## src/rtl/in_port_fifo.sv

```systemverilog
`default_nettype none
// ============================================================================
// Module   : in_port_fifo
// Brief    : External-device input port; valid/ready push into a circular
//            FIFO, zero-latency head read and pop for the IN instruction.
// Revision : 1.0 - initial release
// ============================================================================
module in_port_fifo #(
    parameter int WIDTH = 16,
    parameter int DEPTH = 4
) (
    input  logic                     clk,
    input  logic                     rst,
    input  logic [WIDTH-1:0]         ext_data,
    input  logic                     ext_valid,
    output logic                     ext_ready,
    input  logic                     read_enable,
    output logic [WIDTH-1:0]         read_data,
    output logic                     data_avail,
    output logic [$clog2(DEPTH):0]   count,
    output logic                     underflow,
    input  logic                     clear_underflow
);

    localparam int             c_aw         = $clog2(DEPTH);
    localparam int             c_cw         = c_aw + 1;
    localparam logic [c_cw-1:0] c_full_count = c_cw'(DEPTH);

    logic [WIDTH-1:0] mem_q [DEPTH];
    logic [c_aw-1:0]  wr_ptr_q, wr_ptr_d;
    logic [c_aw-1:0]  rd_ptr_q, rd_ptr_d;
    logic [c_cw-1:0]  count_q, count_d;
    logic             underflow_q, underflow_d;

    logic w_full;
    logic w_empty;
    logic w_push;
    logic w_pop;

    // Full/empty come from the occupancy counter so pointer equality never matters.
    assign w_full  = (count_q == c_full_count);
    assign w_empty = (count_q == '0);
    assign w_push  = ext_valid && !w_full;
    assign w_pop   = read_enable && !w_empty;

    always_comb begin
        wr_ptr_d    = wr_ptr_q;
        rd_ptr_d    = rd_ptr_q;
        count_d     = count_q;
        underflow_d = underflow_q;

        if (w_push) begin
            wr_ptr_d = wr_ptr_q + c_aw'(1);
        end
        if (w_pop) begin
            rd_ptr_d = rd_ptr_q + c_aw'(1);
        end

        case ({w_push, w_pop})
            2'b10:   count_d = count_q + c_cw'(1);
            2'b01:   count_d = count_q - c_cw'(1);
            default: count_d = count_q;
        endcase

        // An underflowing read takes priority over a same-cycle clear.
        if (read_enable && w_empty) begin
            underflow_d = 1'b1;
        end else if (clear_underflow) begin
            underflow_d = 1'b0;
        end
    end

    always_ff @(posedge clk or negedge rst) begin
        if (!rst) begin
            wr_ptr_q    <= '0;
            rd_ptr_q    <= '0;
            count_q     <= '0;
            underflow_q <= 1'b0;
        end else begin
            wr_ptr_q    <= wr_ptr_d;
            rd_ptr_q    <= rd_ptr_d;
            count_q     <= count_d;
            underflow_q <= underflow_d;
        end
    end

    // Storage needs no reset; emptiness is tracked by the counter.
    always_ff @(posedge clk) begin
        if (w_push) begin
            mem_q[wr_ptr_q] <= ext_data;
        end
    end

    assign ext_ready  = !w_full;
    assign data_avail = !w_empty;
    assign count      = count_q;
    assign underflow  = underflow_q;
    assign read_data  = w_empty ? '0 : mem_q[rd_ptr_q];

endmodule
`default_nettype wire

```

## config.mk

```make
export PLATFORM = sky130hd
export DESIGN_NAME = in_port_fifo
export DESIGN_NICKNAME = d
export VERILOG_FILES = /design/src/rtl/in_port_fifo.sv
export SDC_FILE = /design/constraint.sdc
export NUM_CORES = 1
export LEC_CHECK = 0
export BUFFER_PORTS_ARGS = -buffer_cell sky130_fd_sc_hd__buf_4
export CORE_MARGIN = 2
export CORE_UTILIZATION = 56
export DETAILED_ROUTE_END_ITERATION = 16
export PLACE_DENSITY_LB_ADDON = 0.12
export SETUP_SLACK_MARGIN = 0.05
export SYNTH_ARGS = -nofsm -noshare
export SYNTH_HDL_FRONTEND = slang
export SYNTH_SLANG_ARGS = --single-unit
```

## constraint.sdc

```tcl
create_clock -name clk -period 2.9 [get_ports clk]
set_input_delay 0 -clock clk [delete_from_list [all_inputs] [get_ports clk]]
set_output_delay 0 -clock clk [all_outputs]
set_load 0.02 [all_outputs]
```

After elaboration in Yosys (flattened, before gate mapping)
Memory sizes are Yosys's and may differ from the RTL's.
Cells that the tools add are included.

storage, ports and cells
  bits in registers = 8
  memory bits (writable) = 64
  input port bits = 21
  output and inout bits = 22
  word-level logic and storage cells = 26
  memories kept = 1

memory list
  name   depth  width  read ports  clocked after Yosys merged registers in  write ports  RTL line  text
  mem_q  4      16     1           0                                        1            29        logic [WIDTH-1:0] mem_q [DEPTH];

cells by class
  $add $sub $neg = 4
  equal/unequal tests = 3
  mux-type cells = 6
  reduce and logical (&&, ||, !) cells = 8

operators by type and width
  cell                   number
  $mux W16               1
  $pmux W3 S2            1
  $add A2 B1 Y2 const B  2
  $mux W1                4
  $reduce_bool A2 Y1     2
  $add A3 B1 Y3 const B  1
  $eq A3 B3 Y1 const B   1
  $logic_and A1 B1 Y1    3
  $logic_not A3 Y1       1
  $sub A3 B1 Y3 const B  1
  $eq A2 B1 Y1 const B   1
  $eq A2 B2 Y1 const B   1
  $logic_not A1 Y1       2

Depth between registers and ports, before layout
  depth after elaboration = 5
  mapped depth = 9
  depth with buffers taken out = 9

Worst setup path before layout
OpenSTA, ideal clock, no wires.

  path type = reg2reg
  start = reg count_q[0], in the netlist count[0]
  end = reg count_q[2], in the netlist count[2]
  setup time = 80 ps
  data arrival time = 2147 ps
  required time = 2820 ps
  setup slack = 673 ps
  stages on the path, launching flop included = 10
  path buffers = 0
  period minus slack after synthesis = 2227 ps
  cell sequence = dfrtp_1 > or3b_4 > and2_4 > inv_1 > ha_1 > inv_1 > fa_1 > xor2_1 > nor2_1 > xor2_1

on the way
  cells in the longest elaborated chain, start to end = 5
  elaborated cells between the ends (all ways) = 12
  classes of those cells = add/sub (2); eq/ne (3); mux (1); reduce/logical (6)

RTL lines
  element                                                   RTL line  text
  start, declared                                           32        logic [c_cw-1:0] count_q, count_d;
  start signal, assigned                                    82        count_q <= count_d;
  $eq A3 B3 Y1 *                                            41        assign w_full = (count_q == c_full_count);
  $logic_not A1 Y1 *                                        -
  via ext_ready                                             16        output logic ext_ready,
  $logic_and A1 B1 Y1 *                                     43        assign w_push = ext_valid && !w_full;
  $eq A2 B1 Y1 / $eq A2 B2 Y1 (equally long branches)       59        case ({w_push, w_pop})
  $pmux W3 S2 / $reduce_bool A2 Y1 (equally long branches)  -

The timed path passes the listed nets; every way through them passes the cells marked *.
A chain may end at the register's enable or synchronous reset.

Final worst setup path
  start = reg count_q[0], in the netlist count[0]
  end = reg count_q[2], in the netlist count[2]

on the way
  cells in the longest elaborated chain, start to end = 5
  elaborated cells between the ends (all ways) = 12
  classes of those cells = add/sub (2); eq/ne (3); mux (1); reduce/logical (6)

RTL lines
  element                                                   RTL line
  $eq A3 B3 Y1 / $logic_not A3 Y1 (equally long branches)   41, 42
  $logic_not A1 Y1 (on tied branches)                       43, 44
  $logic_and A1 B1 Y1 (on tied branches)                    43, 44
  $eq A2 B1 Y1 / $eq A2 B2 Y1 (equally long branches)       59
  $pmux W3 S2 / $reduce_bool A2 Y1 (equally long branches)  -

Several ways; a longest one is shown, not always the timed one.

==> impl_metrics.yaml <==
finish:
  areaGrowthSynthToFinish_pct: 25.72
  final_nets: 239
  final.fill_count: 331
  antennaDiodeCount: 0
  final_layout_size_suffix_gt1_share_pct: 35.94
worst_setup_path:
  r2r_start: "count[0]"
  worst_path_max_delay_cell: "or3b_4"
  path_cells: "or3b_4, and2_4, inv_1, ha_1, inv_1, fa_1, xor2_1, nor2_1, xor2_1"
  crit_required_ns: 3.15
  crit_path_start_kind: "flip-flop"
  endpoint_kind: "flip-flop"
  cp_max_fo: 6
  max_stage_delay_ns: 0.45
  setup.worst_path.start: "count[0]"
  path_class: "flip-flop to flip-flop"
  cp_data_arrival_time_ns: 2.48
yosys:
  synth_top_area_share_pct: 66.18
  synth_area_per_cell_um2: 20.31
  netlist_area_um2: 2904
  synth_area_leader_cell: "edfxtp_1"
  synth.area.top_cells: "edfxtp_1 (66%), mux4_2 (12%), dfrtp_1 (6.9%)"
  synth_warnings: 0
  async_flop_share_pct: 11.11
  synth_top_flop_cell: "edfxtp_1"
  ys_seq_elements: 72
  synth_edf_count: 64
  syn_inst: 143
  postSynthNetCount: 170
  yosysUniqueCellTypes: 23
  yosysSeqAreaShare_pct: 73.07
placed_design:
  dp_hpwl_mm: 3.003
  port_buffers: 42
  place_congestion: 0.7513
sta:
  rsz0062_at_grt: "no"
  fin_crit_sh_pct: 76.94
  period_needed_ns: 2.231
  holdWs_ns: 0.03009
  relSlewSlack_pct: 45.06
  worst_pin_slew_ns: 0.8242
  clock_skew_ns: 0.006344
  slew_viol_final: 0
  setup_viol: 0
  hold_viol: 0
  tns_ns: 0
  max_freq_ghz: 0.4482
grt:
  grt_util_all_layers_pct: 20.35
  antenna_found_initial: 0
  grt_pass1_wl_mm: 8.459
  grt_start_max_net_pins: 20
  grt_pass1_vias: 1685
  grt_overflow_total: 0
cts:
  cts_tree: "done"
  htree_num_levels: 3
  insertion_delay_ns: 0.33
  cts-root-buf: "clkbuf_8"
  clk_pin_slew_ns: 0.07
  clock-sinks: 72
  clockBufferDepth: 2
  numCtsBuffers: 9
floorplan:
  fp.dieArea_um2: 5778
  fp-row-count: 26
  io_pins: 43
  start_util_pct: 57.59
  core_area_um2: 5042
  die_w_um: 76.01
  die_h_um: 76.01
power:
  power_density_nw_per_um2: 1034
  ir_worst_vdd_uv: 566.6
  p_total_uw: 3776
  power_leakage_uw: 0.001369
status:
  status: "completed"
hold_path:
  hold_class: "primary input to asynchronous set/reset pin"
drt:
  wl_met1_mm: 2.073
  ant_nets: 0
  vias_per_cell: 5.199
  wl_met3_um: 180
  met2WireLength_mm: 2.874
  drt_iter0_drc: 78
  dr.pass1.iters: 4
  wirelength_mm: 5.209
  drc: 0
  wl_per_cell_um: 18.15
  topRoutingLayerUsed: "met4"
  vias: 1492
run:
  maxCapViolCount: 0
[routing by layer]
metal | GRT usage [%] | up-vias
li1 | - | 686
met1 | 24.57 | 758
met2 | 34.91 | 40
met3 | 4.502 | 8
met4 | 10.18 | 0
met5 | 0 | -
[Yosys cell counts (3+ instances only)]
cell and instances:
edfxtp_1 64, and2_1 17, mux4_2 15, dfrtp_1 8
inv_1 8, ha_1 5, and3_2 4, buf_2 3
xnor2_1 3, xor2_1 3
[layout by cell type, fill, tap and decap left out]
master | Yosys | layout
bufinv_16 | 0 | 1
clkbuf_1 | 1 | 2
nand3_1 | 1 | 1
dfrtp_1 | 8 | 8
buf_4 | 0 | 44
o22ai_1 | 1 | 1
mux4_2 | 15 | 15
xor2_1 | 3 | 3
mux4_1 | 1 | 1
clkbuf_8 | 0 | 9
and2_4 | 1 | 1
mux2_4 | 1 | 1
inv_1 | 8 | 8
clkinv_1 | 0 | 2
xnor2_1 | 3 | 3
edfxtp_1 | 64 | 64
clkinv_2 | 0 | 2
mux2i_1 | 1 | 1
nor2_1 | 1 | 1
and2_1 | 17 | 17
or3b_4 | 1 | 1
ha_1 | 5 | 5
and3_2 | 4 | 4
fa_1 | 1 | 1
or3_1 | 1 | 1
dlygate4sd3_1 | 0 | 20
[flip-flops by register name (all words and copies together), names as in the netlist]
| signal | count |
|---|---|
| wr_ptr_q | 2 |
| count | 3 |
| rd_ptr_q | 2 |
| mem_q | 64 |
| underflow | 1 |
[final cells by class]
type                       instances  area [µm²]  share of cell area (%)
sequential                        72        2122                   58.12
inverter                           8       30.03                  0.8225
multi-input combinational         57       701.9                   19.23
timing repair buffer              64       530.5                   14.53
tap                               70       87.58                   2.399
clock inverter                     5       47.55                   1.302
clock buffer                      11       131.4                   3.598
[final timing paths]
path	to	slack [ns]	cells after the start
max	count[2]	0.67	9
min	underflow	0.03	2
max reg2reg	count[2]	0.67	9
min reg2reg	count[2]	0.53	1
max in group asynchronous	wr_ptr_q[1]	2.73	2
min in group clk	wr_ptr_q[0]	0.05	3
[critical path, delay by kind of cell (launching register included)]
kind                     cells  cell delay (ns)
AND/OR/NAND/NOR              3             0.75
adder cells (fa/ha/maj)      2             0.54
flip-flops                   1             0.44
XOR/XNOR                     2             0.32
buffers and inverters        2             0.11
[power breakdown]
part / switching [µW] / internal (µW)
Sequential: 157 / 1390
Clock: 332 / 389
Combinational: 755 / 753
[per-stage QoR]
stage / util [%] / instances / area, µm² / worst slack [ns]
after floorplan: - / 143 / 2904 / 0.6729
after global placement: 64.89 / 251 / 3272 / 0.7829
after detailed placement: 64.89 / 251 / 3272 / 0.6910
after CTS: 72.41 / 287 / 3651 / 0.6733
after global routing: 72.41 / 287 / 3651 / 0.5085
final: 72.41 / 287 / 3651 / 0.6688
[what timing repair did]
item | CTS | global route
hold buffers | 20 | 0
setup buffers | 0 | 0
resized for setup | 0 | 0
hold endpoints to repair | 74 | 0
[kinds of logic after synthesis]
kind of cell             synth area share [%]
multiplexers                            13.40
AO/OA/AOI/OAI                          0.2156
flip-flops                              73.07
XOR/XNOR                                1.810
AND/OR/NAND/NOR                         5.902
adder cells (fa/ha/maj)                 2.844
buffers and inverters                   2.757
No activity file was read; power rests on OpenSTA's default activity.
